[src/rtl/qam_pkg.sv]
// Shared definitions for the QAM-16 transmit frame sequencer.
//   tx_state_t     : frame sequencer state encoding
//   SYM_ZERO/PRE/PAY : sym_sel encodings driven towards the symbol source
//   max3()         : helper used to size the shared symbol counter
package qam_pkg;

    typedef enum logic [2:0] {
        IDLE,
        WARMUP,
        PREAMBLE,
        PAYLOAD,
        GUARD,
        ERROR
    } tx_state_t;

    localparam logic [1:0] SYM_ZERO = 2'b00;
    localparam logic [1:0] SYM_PRE  = 2'b01;
    localparam logic [1:0] SYM_PAY  = 2'b10;

    function automatic int unsigned max3(input int unsigned a, input int unsigned b,
                                         input int unsigned c);
        int unsigned m;
        m = (a > b) ? a : b;
        return (m > c) ? m : c;
    endfunction

endpackage

[src/rtl/qam_tx_ctrl_if.sv]
// Control/status bundle between the frame sequencer and its environment.
//   master : the sequencer (drives sym_tick, sym_sel, sym_idx, mod_en, busy,
//            frame_done, error; samples start, stop and the three valids)
//   slave  : software/bench control plus the datapath valids
// Optional statistics ports (frame_count, err_count) exist only when
// QAM_TX_CTRL_STATS_EN is defined.
interface qam_tx_ctrl_if;
    logic        start;
    logic        stop;
    logic        fir_i_valid;
    logic        fir_q_valid;
    logic        cordic_valid;
    logic        sym_tick;
    logic [1:0]  sym_sel;
    logic [15:0] sym_idx;
    logic        mod_en;
    logic        busy;
    logic        frame_done;
    logic        error;
`ifdef QAM_TX_CTRL_STATS_EN
    logic [15:0] frame_count;
    logic [7:0]  err_count;

    modport master (
        input  start, stop, fir_i_valid, fir_q_valid, cordic_valid,
        output sym_tick, sym_sel, sym_idx, mod_en, busy, frame_done, error,
        output frame_count, err_count
    );
    modport slave (
        output start, stop, fir_i_valid, fir_q_valid, cordic_valid,
        input  sym_tick, sym_sel, sym_idx, mod_en, busy, frame_done, error,
        input  frame_count, err_count
    );
`else
    modport master (
        input  start, stop, fir_i_valid, fir_q_valid, cordic_valid,
        output sym_tick, sym_sel, sym_idx, mod_en, busy, frame_done, error
    );
    modport slave (
        output start, stop, fir_i_valid, fir_q_valid, cordic_valid,
        input  sym_tick, sym_sel, sym_idx, mod_en, busy, frame_done, error
    );
`endif
endinterface

[src/rtl/qam_tx_ctrl_sym_tick_gen.sv]
// sym_tick_gen: symbol-period divider counting 0..UPSAMPLE-1.
//   clk, reset : clock, asynchronous active-high reset
//   clr        : restart the period at count 0 on the next cycle (wins over en)
//   en         : divider runs this cycle
//   tick       : first cycle of a symbol period (count 0 while enabled)
//   last       : final cycle of a symbol period (count UPSAMPLE-1 while enabled)
module sym_tick_gen #(
    parameter int unsigned UPSAMPLE = 4
) (
    input  logic clk,
    input  logic reset,
    input  logic clr,
    input  logic en,
    output logic tick,
    output logic last
);
    localparam int unsigned CNT_W = (UPSAMPLE > 2) ? $clog2(UPSAMPLE) : 1;
    localparam logic [CNT_W-1:0] CNT_LAST = CNT_W'(UPSAMPLE - 1);

    logic [CNT_W-1:0] cnt;

    always_ff @(posedge clk or posedge reset) begin
        if (reset) begin
            cnt <= '0;
        end else if (clr) begin
            cnt <= '0;
        end else if (en) begin
            cnt <= last ? '0 : cnt + 1'b1;
        end
    end

    always_comb begin
        tick = en && (cnt == '0);
        last = en && (cnt == CNT_LAST);
    end

endmodule

[src/rtl/qam_tx_ctrl.sv]
// qam_tx_ctrl: frame sequencer for the QAM-16 transmit chain.
// Waits for both FIRs and the carrier CORDIC to report valid, then runs
// back-to-back frames of PREAMBLE / PAYLOAD / GUARD symbols, one symbol
// every UPSAMPLE cycles, until a stop request completes the current frame.
// Any valid drop during PREAMBLE or PAYLOAD (or a warm-up timeout) parks the
// block in ERROR until the next start.
//   clk, reset : clock, asynchronous active-high reset
//   tx         : qam_tx_ctrl_if.master (start/stop/valids in; sym_tick,
//                sym_sel, sym_idx, mod_en, busy, frame_done, error out)
// Define QAM_TX_CTRL_STATS_EN to add frame_count (wrapping) and err_count
// (saturating) on the interface.
module qam_tx_ctrl
    import qam_pkg::*;
#(
    parameter int unsigned UPSAMPLE      = 4,
    parameter int unsigned PREAMBLE_SYMS = 16,
    parameter int unsigned PAYLOAD_SYMS  = 256,
    parameter int unsigned GUARD_SYMS    = 8,
    parameter int unsigned WARMUP_MAX    = 1024
) (
    input  logic          clk,
    input  logic          reset,
    qam_tx_ctrl_if.master tx
);
    localparam int unsigned SYM_W  = $clog2(max3(PREAMBLE_SYMS, PAYLOAD_SYMS, GUARD_SYMS) + 1);
    localparam int unsigned WARM_W = $clog2(WARMUP_MAX + 1);
    localparam logic [WARM_W-1:0] WARM_LAST = WARM_W'(WARMUP_MAX - 1);

    tx_state_t         state;
    logic [SYM_W-1:0]  sym_cnt;
    logic [SYM_W-1:0]  phase_last;
    logic [WARM_W-1:0] warm_cnt;
    logic              stop_latch;

    logic valids_ok, in_phase, busy_state, stop_pending;
    logic div_clr, div_tick, div_last;
    logic phase_end, warm_expired, pipe_fault, enter_err, frame_end;

    always_comb begin
        valids_ok    = tx.fir_i_valid & tx.fir_q_valid & tx.cordic_valid;
        in_phase     = state inside {PREAMBLE, PAYLOAD, GUARD};
        busy_state   = (state != IDLE) && (state != ERROR);
        // A stop arriving in the final GUARD cycle still ends this frame.
        stop_pending = stop_latch | tx.stop;
        case (state)
            PREAMBLE: phase_last = SYM_W'(PREAMBLE_SYMS - 1);
            PAYLOAD:  phase_last = SYM_W'(PAYLOAD_SYMS - 1);
            GUARD:    phase_last = SYM_W'(GUARD_SYMS - 1);
            default:  phase_last = '0;
        endcase
        phase_end    = in_phase && div_last && (sym_cnt == phase_last);
        // Holding the divider clear outside the phases and across every phase
        // boundary guarantees count 0 in the first cycle of each phase.
        div_clr      = !in_phase || phase_end;
        warm_expired = (state == WARMUP) && !valids_ok && (warm_cnt == WARM_LAST);
        pipe_fault   = ((state == PREAMBLE) || (state == PAYLOAD)) && !valids_ok;
        enter_err    = warm_expired || pipe_fault;
        frame_end    = (state == GUARD) && phase_end;
    end

    sym_tick_gen #(
        .UPSAMPLE(UPSAMPLE)
    ) u_sym_tick_gen (
        .clk  (clk),
        .reset(reset),
        .clr  (div_clr),
        .en   (in_phase),
        .tick (div_tick),
        .last (div_last)
    );

    assign tx.sym_idx = 16'(sym_cnt);

    // Outputs are computed for the state being entered, so sym_tick leads
    // the divider decode by one edge and lines up with count 0.
    always_ff @(posedge clk or posedge reset) begin
        if (reset) begin
            state         <= IDLE;
            sym_cnt       <= '0;
            warm_cnt      <= '0;
            stop_latch    <= 1'b0;
            tx.sym_tick   <= 1'b0;
            tx.sym_sel    <= SYM_ZERO;
            tx.mod_en     <= 1'b0;
            tx.busy       <= 1'b0;
            tx.frame_done <= 1'b0;
            tx.error      <= 1'b0;
        end else begin
            tx.sym_tick   <= 1'b0;
            tx.frame_done <= 1'b0;
            if (tx.stop && busy_state) begin
                stop_latch <= 1'b1;
            end
            if (enter_err) begin
                state      <= ERROR;
                sym_cnt    <= '0;
                tx.sym_sel <= SYM_ZERO;
                tx.mod_en  <= 1'b0;
                tx.busy    <= 1'b0;
                tx.error   <= 1'b1;
            end else begin
                case (state)
                    IDLE, ERROR: begin
                        if (tx.start) begin
                            state      <= WARMUP;
                            warm_cnt   <= '0;
                            stop_latch <= tx.stop;
                            tx.busy    <= 1'b1;
                            tx.error   <= 1'b0;
                        end
                    end
                    WARMUP: begin
                        if (valids_ok) begin
                            state       <= PREAMBLE;
                            sym_cnt     <= '0;
                            tx.sym_tick <= 1'b1;
                            tx.sym_sel  <= SYM_PRE;
                            tx.mod_en   <= 1'b1;
                        end else begin
                            warm_cnt <= warm_cnt + 1'b1;
                        end
                    end
                    PREAMBLE, PAYLOAD, GUARD: begin
                        if (phase_end) begin
                            sym_cnt <= '0;
                            if (state == PREAMBLE) begin
                                state       <= PAYLOAD;
                                tx.sym_sel  <= SYM_PAY;
                                tx.sym_tick <= 1'b1;
                            end else if (state == PAYLOAD) begin
                                state       <= GUARD;
                                tx.sym_sel  <= SYM_ZERO;
                                tx.sym_tick <= 1'b1;
                            end else begin
                                tx.frame_done <= 1'b1;
                                if (stop_pending) begin
                                    state      <= IDLE;
                                    stop_latch <= 1'b0;
                                    tx.mod_en  <= 1'b0;
                                    tx.busy    <= 1'b0;
                                end else begin
                                    state       <= PREAMBLE;
                                    tx.sym_sel  <= SYM_PRE;
                                    tx.sym_tick <= 1'b1;
                                end
                            end
                        end else if (div_last) begin
                            sym_cnt     <= sym_cnt + 1'b1;
                            tx.sym_tick <= 1'b1;
                        end
                    end
                    default: state <= IDLE;
                endcase
            end
        end
    end

    a_tick_align: assert property (@(posedge clk) disable iff (reset) tx.sym_tick == div_tick);

`ifdef QAM_TX_CTRL_STATS_EN
    always_ff @(posedge clk or posedge reset) begin
        if (reset) begin
            tx.frame_count <= '0;
            tx.err_count   <= '0;
        end else begin
            if (frame_end) begin
                tx.frame_count <= tx.frame_count + 1'b1;
            end
            if (enter_err && (tx.err_count != 8'hFF)) begin
                tx.err_count <= tx.err_count + 1'b1;
            end
        end
    end
`endif

endmodule

[src/flat_wrapper.sv]
// flat-port wrapper written by rule: the top's interface ports become plain ports
module qam_tx_ctrl_flat import qam_pkg::*;
#(
    parameter int unsigned UPSAMPLE      = 4,
    parameter int unsigned PREAMBLE_SYMS = 16,
    parameter int unsigned PAYLOAD_SYMS  = 256,
    parameter int unsigned GUARD_SYMS    = 8,
    parameter int unsigned WARMUP_MAX    = 1024
)
  (clk, reset, tx_start, tx_stop, tx_fir_i_valid, tx_fir_q_valid, tx_cordic_valid, tx_sym_tick, tx_sym_sel, tx_sym_idx, tx_mod_en, tx_busy, tx_frame_done, tx_error);
  qam_tx_ctrl_if tx_i ();
  input  logic clk;
  input  logic reset;
  input wire logic [$bits(tx_i.start)-1:0] tx_start;
  input wire logic [$bits(tx_i.stop)-1:0] tx_stop;
  input wire logic [$bits(tx_i.fir_i_valid)-1:0] tx_fir_i_valid;
  input wire logic [$bits(tx_i.fir_q_valid)-1:0] tx_fir_q_valid;
  input wire logic [$bits(tx_i.cordic_valid)-1:0] tx_cordic_valid;
  output wire logic [$bits(tx_i.sym_tick)-1:0] tx_sym_tick;
  output wire logic [$bits(tx_i.sym_sel)-1:0] tx_sym_sel;
  output wire logic [$bits(tx_i.sym_idx)-1:0] tx_sym_idx;
  output wire logic [$bits(tx_i.mod_en)-1:0] tx_mod_en;
  output wire logic [$bits(tx_i.busy)-1:0] tx_busy;
  output wire logic [$bits(tx_i.frame_done)-1:0] tx_frame_done;
  output wire logic [$bits(tx_i.error)-1:0] tx_error;
  assign tx_i.start = tx_start;
  assign tx_i.stop = tx_stop;
  assign tx_i.fir_i_valid = tx_fir_i_valid;
  assign tx_i.fir_q_valid = tx_fir_q_valid;
  assign tx_i.cordic_valid = tx_cordic_valid;
  assign tx_sym_tick = tx_i.sym_tick;
  assign tx_sym_sel = tx_i.sym_sel;
  assign tx_sym_idx = tx_i.sym_idx;
  assign tx_mod_en = tx_i.mod_en;
  assign tx_busy = tx_i.busy;
  assign tx_frame_done = tx_i.frame_done;
  assign tx_error = tx_i.error;
  qam_tx_ctrl #(.UPSAMPLE(UPSAMPLE), .PREAMBLE_SYMS(PREAMBLE_SYMS), .PAYLOAD_SYMS(PAYLOAD_SYMS), .GUARD_SYMS(GUARD_SYMS), .WARMUP_MAX(WARMUP_MAX)) u_core (.clk(clk), .reset(reset), .tx(tx_i));
endmodule
[config.mk]
export PLATFORM = sky130hd
export DESIGN_NAME = qam_tx_ctrl_flat
export DESIGN_NICKNAME = d
export VERILOG_FILES = /design/src/rtl/qam_pkg.sv /design/src/rtl/qam_tx_ctrl_if.sv /design/src/rtl/qam_tx_ctrl_sym_tick_gen.sv /design/src/rtl/qam_tx_ctrl.sv /design/src/flat_wrapper.sv
export SDC_FILE = /design/constraint.sdc
export NUM_CORES = 1
export LEC_CHECK = 0
export CAP_MARGIN = 20
export CORE_MARGIN = 2
export CORE_UTILIZATION = 25
export DETAILED_ROUTE_END_ITERATION = 10
export PLACE_DENSITY = 0.46
export SLEW_MARGIN = 20
export SYNTH_ARGS = -nofsm -noshare
export SYNTH_HDL_FRONTEND = slang
export SYNTH_HIERARCHICAL = 1
export SYNTH_SLANG_ARGS = --single-unit
[constraint.sdc]
create_clock -name clk -period 3.9 [get_ports clk]
set_clock_uncertainty 0.1 [all_clocks]
set_input_delay 0.78 -clock clk [delete_from_list [all_inputs] [get_ports clk]]
set_output_delay 0.78 -clock clk [all_outputs]
set_load 0.03 [all_outputs]
* Word-level counts from Yosys, hierarchy flattened
Cells that the tools add are included.
Operators by class: add/sub/neg operators 3, equality and inequality tests 19, muxes and demuxes 61, bitwise logic cells 4, reduce and logical (&&, ||, !) cells 31
Operators with widths (number):
- two-way mux 9 bit | 4
- two-way mux 1 bit | 30
- case mux 8 bit (3 select lines) | 1
- two-way mux 11 bit | 2
- case mux 11 bit (2 select lines) | 1
- two-way mux 2 bit | 10
- two-way mux 3 bit | 6
- case mux 9 bit (2 select lines) | 1
- AND reduction 6 bit | 2
- nonzero test 3 bit | 4
- adder 11 x 1 -> 11 bit, second input constant | 1
- == test 11 x 10 -> 1 bit, second input constant | 1
- adder 9 x 1 -> 9 bit, second input constant | 1
- == test 9 x 8 -> 1 bit | 1
- inequality test 3 x 1 -> 1 bit, second input constant | 3
- inequality test 3 x 2 -> 1 bit, second input constant | 3
- case mux 3 bit (3 select lines) | 1
- logical AND 1 bit | 8
- case mux 1 bit (2 select lines) | 4
- AND reduction 4 bit | 2
- nonzero test 2 bit | 4
- == test 3 x 2 -> 1 bit, second input constant | 2
- == test 3 bit, second input constant | 2
- AND reduction 3 bit | 2
- other kinds (17) | 22
Word-level totals: bits in registers 33, input bits 7, output and inout bits 23, word-level logic and storage cells 129

* Depth between registers and ports, before layout
Gate-level depths: netlist of run 1.
word-level depth 10, gate-level depth with buffers 11

* Cells and area by module
The synthesis of run 1 kept the hierarchy.
By module, submodules not included:
- qam_tx_ctrl | times used 1, cells an instance 214, area an instance 1941.9 um^2
- sym_tick_gen | times used 1, cells an instance 13, area an instance 132.6 um^2

* Least setup slack after synthesis of run 1
No wires, ideal clock.
path type register to register, start point register u_core.state[2], end point register u_core.tx.sym_sel[0], data arrival time 2.738 ns, data required time 3.672 ns, setup slack 0.935 ns, stages on the path, launching flop included 11, clock period less this slack 2.965 ns, cells stage by stage dfrtp_1 -> buf_2 -> buf_2 -> or3b_2 -> nand2_1 -> and2_2 -> inv_1 -> o32ai_1 -> o221ai_4 -> a211oi_2 -> mux2_1
Between the ends: cells in the longest elaborated chain, start to end 7, elaborated cells between the ends (all ways) 26
Ends and longest elaborated chain:
- start, declared | RTL line qam_tx_ctrl.sv:29 | tx_state_t state;
- start signal, assigned | RTL line qam_tx_ctrl.sv:78 | state <= IDLE;
- start signal, assigned | RTL line qam_tx_ctrl.sv:95 | state <= ERROR;
- start signal, assigned | RTL line qam_tx_ctrl.sv:105 | state <= WARMUP;
- == test 3 x 2 -> 1 bit or == test 3 bit (tied branches) | RTL line qam_tx_ctrl.sv:41 | in_phase = state inside {PREAMBLE, PAYLOAD, GUARD};
- nonzero test 3 bit * | RTL line qam_tx_ctrl.sv:41
- via u_core.in_phase | RTL line qam_tx_ctrl.sv:35 | logic valids_ok, in_phase, busy_state, stop_pending;
- logical AND 1 bit * | RTL line qam_tx_ctrl_sym_tick_gen.sv:34 | last = en && (cnt == CNT_LAST);
- via u_core.div_last | RTL line qam_tx_ctrl.sv:36 | logic div_clr, div_tick, div_last;
- logical AND 1 bit * (2 in series) | RTL line qam_tx_ctrl.sv:51 | phase_end = in_phase && div_last && (sym_cnt == phase_last);
- inequality test 3 x 1 -> 1 bit (no line) *
- AND reduction 4 bit (no line) *
- end signal, assigned | RTL line qam_tx_ctrl.sv:83 | tx.sym_sel <= SYM_ZERO;
- end signal, assigned | RTL line qam_tx_ctrl.sv:97 | tx.sym_sel <= SYM_ZERO;
- end signal, assigned | RTL line qam_tx_ctrl.sv:117 | tx.sym_sel <= SYM_PRE;
- end, declared | RTL line qam_tx_ctrl_if.sv:37 | output sym_tick, sym_sel, sym_idx, mod_en, busy, frame_done, error
Mark *: on every way through the listed nets, which the timed path passes. The rest lies on a longest branch. The select of a mux whose other input is x is not followed. A chain may end at the register's enable or synchronous reset.

* Worst setup path after layout of run 1
start point register u_core.state[2], end point register u_core.tx.sym_sel[1]
Same word-level chain as after synthesis.

==> impl.org, run 1 <==
** Clocking
- TritonCTS built the clock tree.
- The clock reaches the later pin of the worst-skew pair after approximately 0.29 ns.
- CTS clk-pin slew, worst paths :: 0.07 ns
- Setup fix buffers added after clock tree synthesis :: 0
- The clock net in this run drives a total of 33 sinks.
- TritonCTS created 5 clock buffers.
- The clock passes through at most 2 buffers.
- Total of hold buffers inserted after clock tree synthesis :: 0
- CTS-repair resized insts :: 0
- CTS placed an instance of sky130_fd_sc_hd__clkbuf_8 at the clock tree root.
- H-tree depth :: 2

** Global route
- Total routing usage reported by global routing :: between 10% and 20%
- The first global-routing pass estimated 8342 um of wire.
- Largest net degree at the start of global routing :: 32
- The initial antenna violation count came to 0.
- The via count of the first global-routing pass is 1679.
- Summed over all layers, the global routing overflow is 0.

** Synthesis
- Netlist area before placement :: 0.002067 mm^2
- A synthesized cell averages slightly above 9 um^2.
- Cell count after synthesis :: around 230
- For this run, the number of Yosys warnings is 6.

** Layout
- For this run, the post-layout net count is 262.
- Most used cells in the layout excluding fill and tap cells :: sky130_fd_sc_hd__dfrtp_1 (33), sky130_fd_sc_hd__clkdlybuf4s50_1 (22), sky130_fd_sc_hd__nand2_1 (20)
- Layout overhead on the synthesized area :: 21.13%
- Most common cell after layout, fill and taps aside :: sky130_fd_sc_hd__dfrtp_1
- Reg area :: between 800 and 900 um^2
- Counting the fill cells in the layout gives 850.
- After routing the design area is 0.002504 mm^2.
- In the final layout, the multi-input gates occupy 0.001139 mm^2.
- The repair_antennas step left the layout with diodes totalling 0.
- Fraction of final layout cells with drive strength greater than 1 :: about a tenth

** Place
- Count of input and output buffers :: 22
- At the end of routability-driven placement, the weighted congestion stood at 0.8100.
- Area post-placement :: between 0.002 and 0.0025 mm^2
- HPWL after detailed placement :: 3619 um
- OpenSTA, run right after detailed placement, puts the worst setup slack at 0.6818 ns.

** Detailed routing
- Number of vias per cell after detailed routing :: 5.050
- Routed vias :: between 1500 and 2000
- Number of remaining DRC errors :: 0
- Number of DRC markers after the initial detailed-route iteration :: 90
- The first TritonRoute pass finished after 4 iterations.
- Dividing the detail-routed wire length by the instance count gives roughly 14 um.
- Once detail routing completed, the nets flagged for antenna violations numbered 0.
- Drt total wl :: 4963 um

** Floorplan
- Measured along the x axis, the die boundary spans 94.93 um.
- The core region is 0.008134 mm^2.
- Placement Rows :: 33
- Chip Height :: 94.93 um
- During I/O placement, the number of pins put on the boundary was 30.
- The die covers 0.009012 mm^2.
- Initial Utilization :: 25.41%

** Timing
- Setup slack closes at 0.6810 ns.
- Hold Slack :: 0.3829 ns
- Measured against its own limit, the worst slew margin works out to 48.90%.
- Fmax achieved :: between 300 and 400 MHz
- Setup repair after global routing missed its margin :: false
- Hold violation total from the final report :: 0
- Number of setup violations in the final report :: 0
- After layout, the minimum clock period comes to 3.219 ns.
- The worst path uses 82.54% of the clock period.
- At the pin with the least slew margin, the transition time is 0.7586 ns.
- The final max-slew violation count was 0.
- Setup TNS after final layout :: 0 ns

** Critical path
- Endpoint arrival time on the critical path :: roughly 3.3 ns
- Setup Crit Path Kind :: reg -> reg
- Maximum net fanout on the critical path :: 19
- The worst setup path is captured at a flop.
- STA classifies the critical path startpoint as a flop.
- Required arrival time at the worst endpoint :: 3.97 ns

** Power
- VDD sags by at most 0.1940 mV.
- Leak :: 0.9995 nW
- Dividing total power by cell area gives a power density of ~700 mW/mm^2.

** Flow run
- Max-cap violations in this run came to 0.

** Status
- Outcome :: finished, final reports clean

** Worst hold path
- Worst hold-check path type :: reg -> reg
==> flip-flops by register name (all words and copies together) (netlist names) <==
signal,count
u_core/warm_cnt,11
u_core/sym_cnt,9
u_core/state,3
u_core/tx.sym_sel,2
u_core/u_sym_tick_gen/cnt,2
u_core/stop_latch,1
u_core/tx.busy,1
u_core/tx.error,1
u_core/tx.frame_done,1
u_core/tx.mod_en,1
u_core/tx.sym_tick,1
==> worst max-delay path, stage by stage (launching register included) <==
cell                       delay, ns
sky130_fd_sc_hd__dfrtp_1        0.70
sky130_fd_sc_hd__or3b_2         0.51
sky130_fd_sc_hd__nand2_1        0.19
sky130_fd_sc_hd__and2_2         0.21
sky130_fd_sc_hd__inv_1          0.06
sky130_fd_sc_hd__o32ai_1        0.40
sky130_fd_sc_hd__o221ai_4       0.26
sky130_fd_sc_hd__a211oi_2       0.34
sky130_fd_sc_hd__mux2_1         0.35
==> per-stage QoR <==
stage / util (%) / std cells / power, W
2_1_floorplan: - / 232 / 0.001138
3_3_place_gp: 29.35 / 349 / 0.001387
3_5_place_dp: 29.35 / 349 / 0.001387
4_1_cts: 30.78 / 357 / 0.001735
5_1_grt: 30.78 / 357 / 0.001841
6_report: 30.78 / 357 / 0.001708
==> final cells by class <==
cell class | instances | area share (%)
multi-input combinational | 174 | 45.48
sequential | 33 | 32.98
timing repair buffer | 26 | 9.995
tap | 105 | 5.247
clock buffer | 7 | 3.448
inverter | 11 | 1.649
clock inverter | 1 | 1.199
==> routing by layer <==
metal  global-route usage [%]  vias up  wire length (um)  share of wire, %
met5                        0        -                 0                 0
met4                    5.072        0                89               1.8
met3                    2.474        6               244               4.9
met2                    18.85       49              2318                47
met1                    16.02      869              2310                47
li1                         -      879                 -                 -
==> power by group <==
part | internal (W) | switching [W] | total, W
clock | 0.000208 | 0.000130 | 0.000339
sequential | 0.000417 | 0.0000831 | 0.000500
combinational | 0.000314 | 0.000555 | 0.000869
total | 0.000939 | 0.000769 | 0.00171
==> path summary, 6_finish.rpt <==
path | startpoint | to | slack [ns] | cells past startpoint
hold / removal | u_core/tx.error | u_core/tx.error | 0.38 | 2
hold reg to reg | u_core/tx.error | u_core/tx.error | 0.38 | 2
max in group asynchronous | reset | u_core/warm_cnt[8] | 2.59 | 3
min in group asynchronous | reset | u_core/u_sym_tick_gen/cnt[1] | 0.56 | 2
setup / recovery | u_core/state[2] | u_core/tx.sym_sel[1] | 0.68 | 8
setup reg to reg | u_core/state[2] | u_core/tx.sym_sel[1] | 0.68 | 8
No activity file was read; power rests on OpenSTA's default activity.
==> inputs of run 2 (changes only) <==
clock period = 3.35 ns   (was 3.9 ns; I/O delays follow)
==> run 2 against run 1 <==
- combinational power up 24%
- maximum frequency grew 4.8%
- global-route usage up 0.61 points
- final cell count rose by 0.84%
- clock-buffer cell count grew 1
- critical path depth unchanged
- power grew 13%
- critical path type unchanged
- highest routed layer unchanged
==> impl.org, run 2 (synthesized netlist as in run 1, its figures left out) <==
** Detailed routing
- The number of iterations in the first detailed-routing pass was 4 (unchanged).
- The ratio of routed vias to standard cells came to 4.897 (-3.0%).
- The average routed wire per standard cell came to 14.32 um (+3.0%).
- The number of remaining DRC errors came to 0 (unchanged).
- Routed vias :: 1763 (-2.2%)
- Count of nets left with antenna violations after detail routing :: 0 (unchanged)
- Number of DRC markers after the initial detailed-route iteration :: 81 (-10%)
- Drt total wl :: 5156 um (+3.9%)

** Critical path
- The worst setup path is captured at a flop.
- Sequence of cells on the critical path :: or3b_2 -> nand2_1 -> and2_2 -> inv_1 -> o32ai_1 -> o221ai_4 -> a211oi_2 -> mux2_1
- The critical-path maximum fanout was 11 (-8).
- Setup Crit Path Kind :: reg -> reg
- The worst setup path is launched from a flop.
- Library cell contributing the largest single delay on the critical path :: sky130_fd_sc_hd__dfrtp_1
- Family with the most delay on the worst path :: compound AO/OA/AOI/OAI gates
- The longest individual stage delay on the worst path was 0.52 ns (-0.18 ns).
- Endpoint arrival time on the critical path :: 3.14 ns (-0.15 ns)
- The endpoint required time on the critical path was 3.42 ns (-0.55 ns).
- The sum of buffers and inverters on the critical path came to 1 (unchanged).

** Layout
- The post-layout net count is 265 (+1.1%).
- The largest registers in the layout are u_core/warm_cnt x11, u_core/sym_cnt x9, u_core/state x3.
- The number of filler cells placed in the layout is 866 (+1.9%).
- The diode insertion count for antenna repair was 0 (unchanged).
- More flip-flops sit in one register than any other, and that register is u_core/warm_cnt.
- Layout overhead on the synthesized area :: 20.46%
- Flip-flop count of the largest register, all copies and words added :: 11 (unchanged)
- Most common cell after layout, fill and taps aside :: sky130_fd_sc_hd__dfrtp_1
- Fraction of final layout cells with drive strength greater than 1 :: 9.804% (+0.28 points)
- The top cell types in the final layout, fill and taps aside, are sky130_fd_sc_hd__dfrtp_1 (33), sky130_fd_sc_hd__clkdlybuf4s50_1 (22), sky130_fd_sc_hd__nand2_1 (20).

** Timing
- Fmax achieved :: 325.5 MHz (+4.8%)
- Slack of the critical path :: 0.2780 ns (-0.4030 ns)
- Setup repair after global routing missed its margin :: false
- The slew of the pin with the lowest slew margin is 0.7971 ns (+0.03855 ns).
- The final hold violation count came to 0 (unchanged).
- The minimum clock period was 3.072 ns (-0.1470 ns).
- The final total negative setup slack was 0 ns (unchanged).
- The tightest slew margin relative to the limit is 46.30% (-2.6 points).
- The number of failing setup endpoints in the final timing report came to 0 (unchanged).
- The final max-slew violation count is 0 (unchanged).
- Tcrit/Tclk final :: 91.70% (+9.2 points)

** Global route
- The global-route wire length before repair is 8825 um (+5.8%).
- The largest net degree at the start of global routing came to 32 (unchanged).
- Vias in the first global route :: 1681 (+0.12%)
- Total global routing overflow :: 0 (unchanged)
- Total routing usage reported by global routing :: 12.62% (+0.61 points)
- The initial antenna violation count came to 0 (unchanged).

** Floorplan
- Area enclosed by the die boundary :: 0.009012 mm^2 (unchanged)
- The number of ports placed on the die boundary is 30 (unchanged).
- Placement Rows :: 33 (unchanged)
- The floorplan core area was 0.008134 mm^2 (unchanged).
- The floorplan die width was 94.93 um (unchanged).
- The vertical die dimension was 94.93 um (unchanged).
- The starting density of the core came to 25.41% (unchanged).

** Clocking
- In this run the clock root is driven by a sky130_fd_sc_hd__clkbuf_8.
- The number of CTS-inserted buffers is 5 (unchanged).
- TritonCTS built the clock tree.
- The TritonCTS sink count is 33 (unchanged).
- The worst-case clock buffer depth is 2 (unchanged).
- CTS-repair resized insts :: 0 (unchanged)
- The CTS H-tree depth was 2 (unchanged).
- Total of hold buffers inserted after clock tree synthesis :: 0 (unchanged)
- Setup fix buffers added after clock tree synthesis :: 0 (unchanged)
- CTS clk-pin slew, worst paths :: 0.07 ns (about the same)
- The later-pin clock latency in the skew report was 0.29 ns (about the same).

** Worst hold path
- Worst hold-check path type :: reg -> reg

** Power
- Power per Cell Area :: 777.6 mW/mm^2 (+14%)
- The reported leakage power is 0.9945 nW (-0.51%).
- Worst VDD drop :: 0.2581 mV (+33%)

** Place
- GP Congestion :: 0.7932 (-2.1%)
- The quantity of I/O buffers inserted on ports is 22 (unchanged).
- The worst slack at placement was 0.3040 ns (-0.3777 ns).
- HPWL after detailed placement :: 3697 um (+2.2%)

** Flow run
- The total of max-cap violations was 0 (unchanged).

** Status
- The flow ran to the end, and the final reports show no timing, DRC or antenna violations.
run 2: changes by cell type in the layout (fill, tap and decap cells not counted), sizes merged:
| cell | before | now |
|---|---|---|
| bufinv | 1 | 0 |
| buf | 4 | 7 |
| clkbuf | 7 | 8 |
run 2: per-stage QoR:
| step | utilization (%) | power [W] | hold slack [ns] | cell area, um^2 | std cells |
|---|---|---|---|---|---|
| 2_1_floorplan | - | 0.001325 | 0.3112 | 2090 | 232 |
| 3_3_place_gp | 29.63 | 0.001657 | 0.3691 | 2410 | 352 |
| 3_5_place_dp | 29.63 | 0.001660 | 0.3720 | 2410 | 352 |
| 4_1_cts | 30.61 | 0.001965 | 0.3888 | 2490 | 360 |
| 5_1_grt | 30.61 | 0.002100 | 0.4098 | 2490 | 360 |
| 6_report | 30.61 | 0.001936 | 0.3808 | 2490 | 360 |
run 2: area by class of cell:
| class | count | area [um^2] | share of cell area, % |
|---|---|---|---|
| tap | 105 | 131.4 | 5.276 |
| sequential | 33 | 825.8 | 33.17 |
| timing repair buffer | 29 | 272.8 | 10.95 |
| inverter | 11 | 41.29 | 1.658 |
| multi-input combinational | 174 | 1139 | 45.73 |
| clock buffer | 8 | 80.08 | 3.216 |
run 2: path summary, 6_finish.rpt:
kind,start,to,slack [ns],cells after the start
hold / removal,u_core/tx.error,u_core/tx.error,0.38,2
min in group asynchronous,reset,u_core/u_sym_tick_gen/cnt[0],0.46,2
hold reg to reg,u_core/tx.error,u_core/tx.error,0.38,2
setup / recovery,u_core/state[2],u_core/tx.sym_sel[1],0.28,8
setup reg to reg,u_core/state[2],u_core/tx.sym_sel[1],0.28,8
max in group asynchronous,reset,u_core/sym_cnt[1],2.13,3
run 2: metal layers:
metal	GRT usage, %	vias to the layer above	wire length, um
met2	18.20	29	2224
met4	4.348	0	75
met3	2.634	5	179
met5	0	-	0
li1	-	882	-
met1	18.56	847	2676
run 2: worst reg2reg max path, delay by kind of cell, from the launching register on:
kind | cells | cell delay [ns]
flip-flops | 1 | 0.52
AO/OA/AOI/OAI | 3 | 1.04
buffers and inverters | 1 | 0.06
AND/OR/NAND/NOR | 3 | 0.88
multiplexers | 1 | 0.35
run 2: where the power goes:
group / switching, W / internal (W)
logic: 0.000688 / 0.000395
registers: 0.0000741 / 0.000486
clock network: 0.000146 / 0.000148
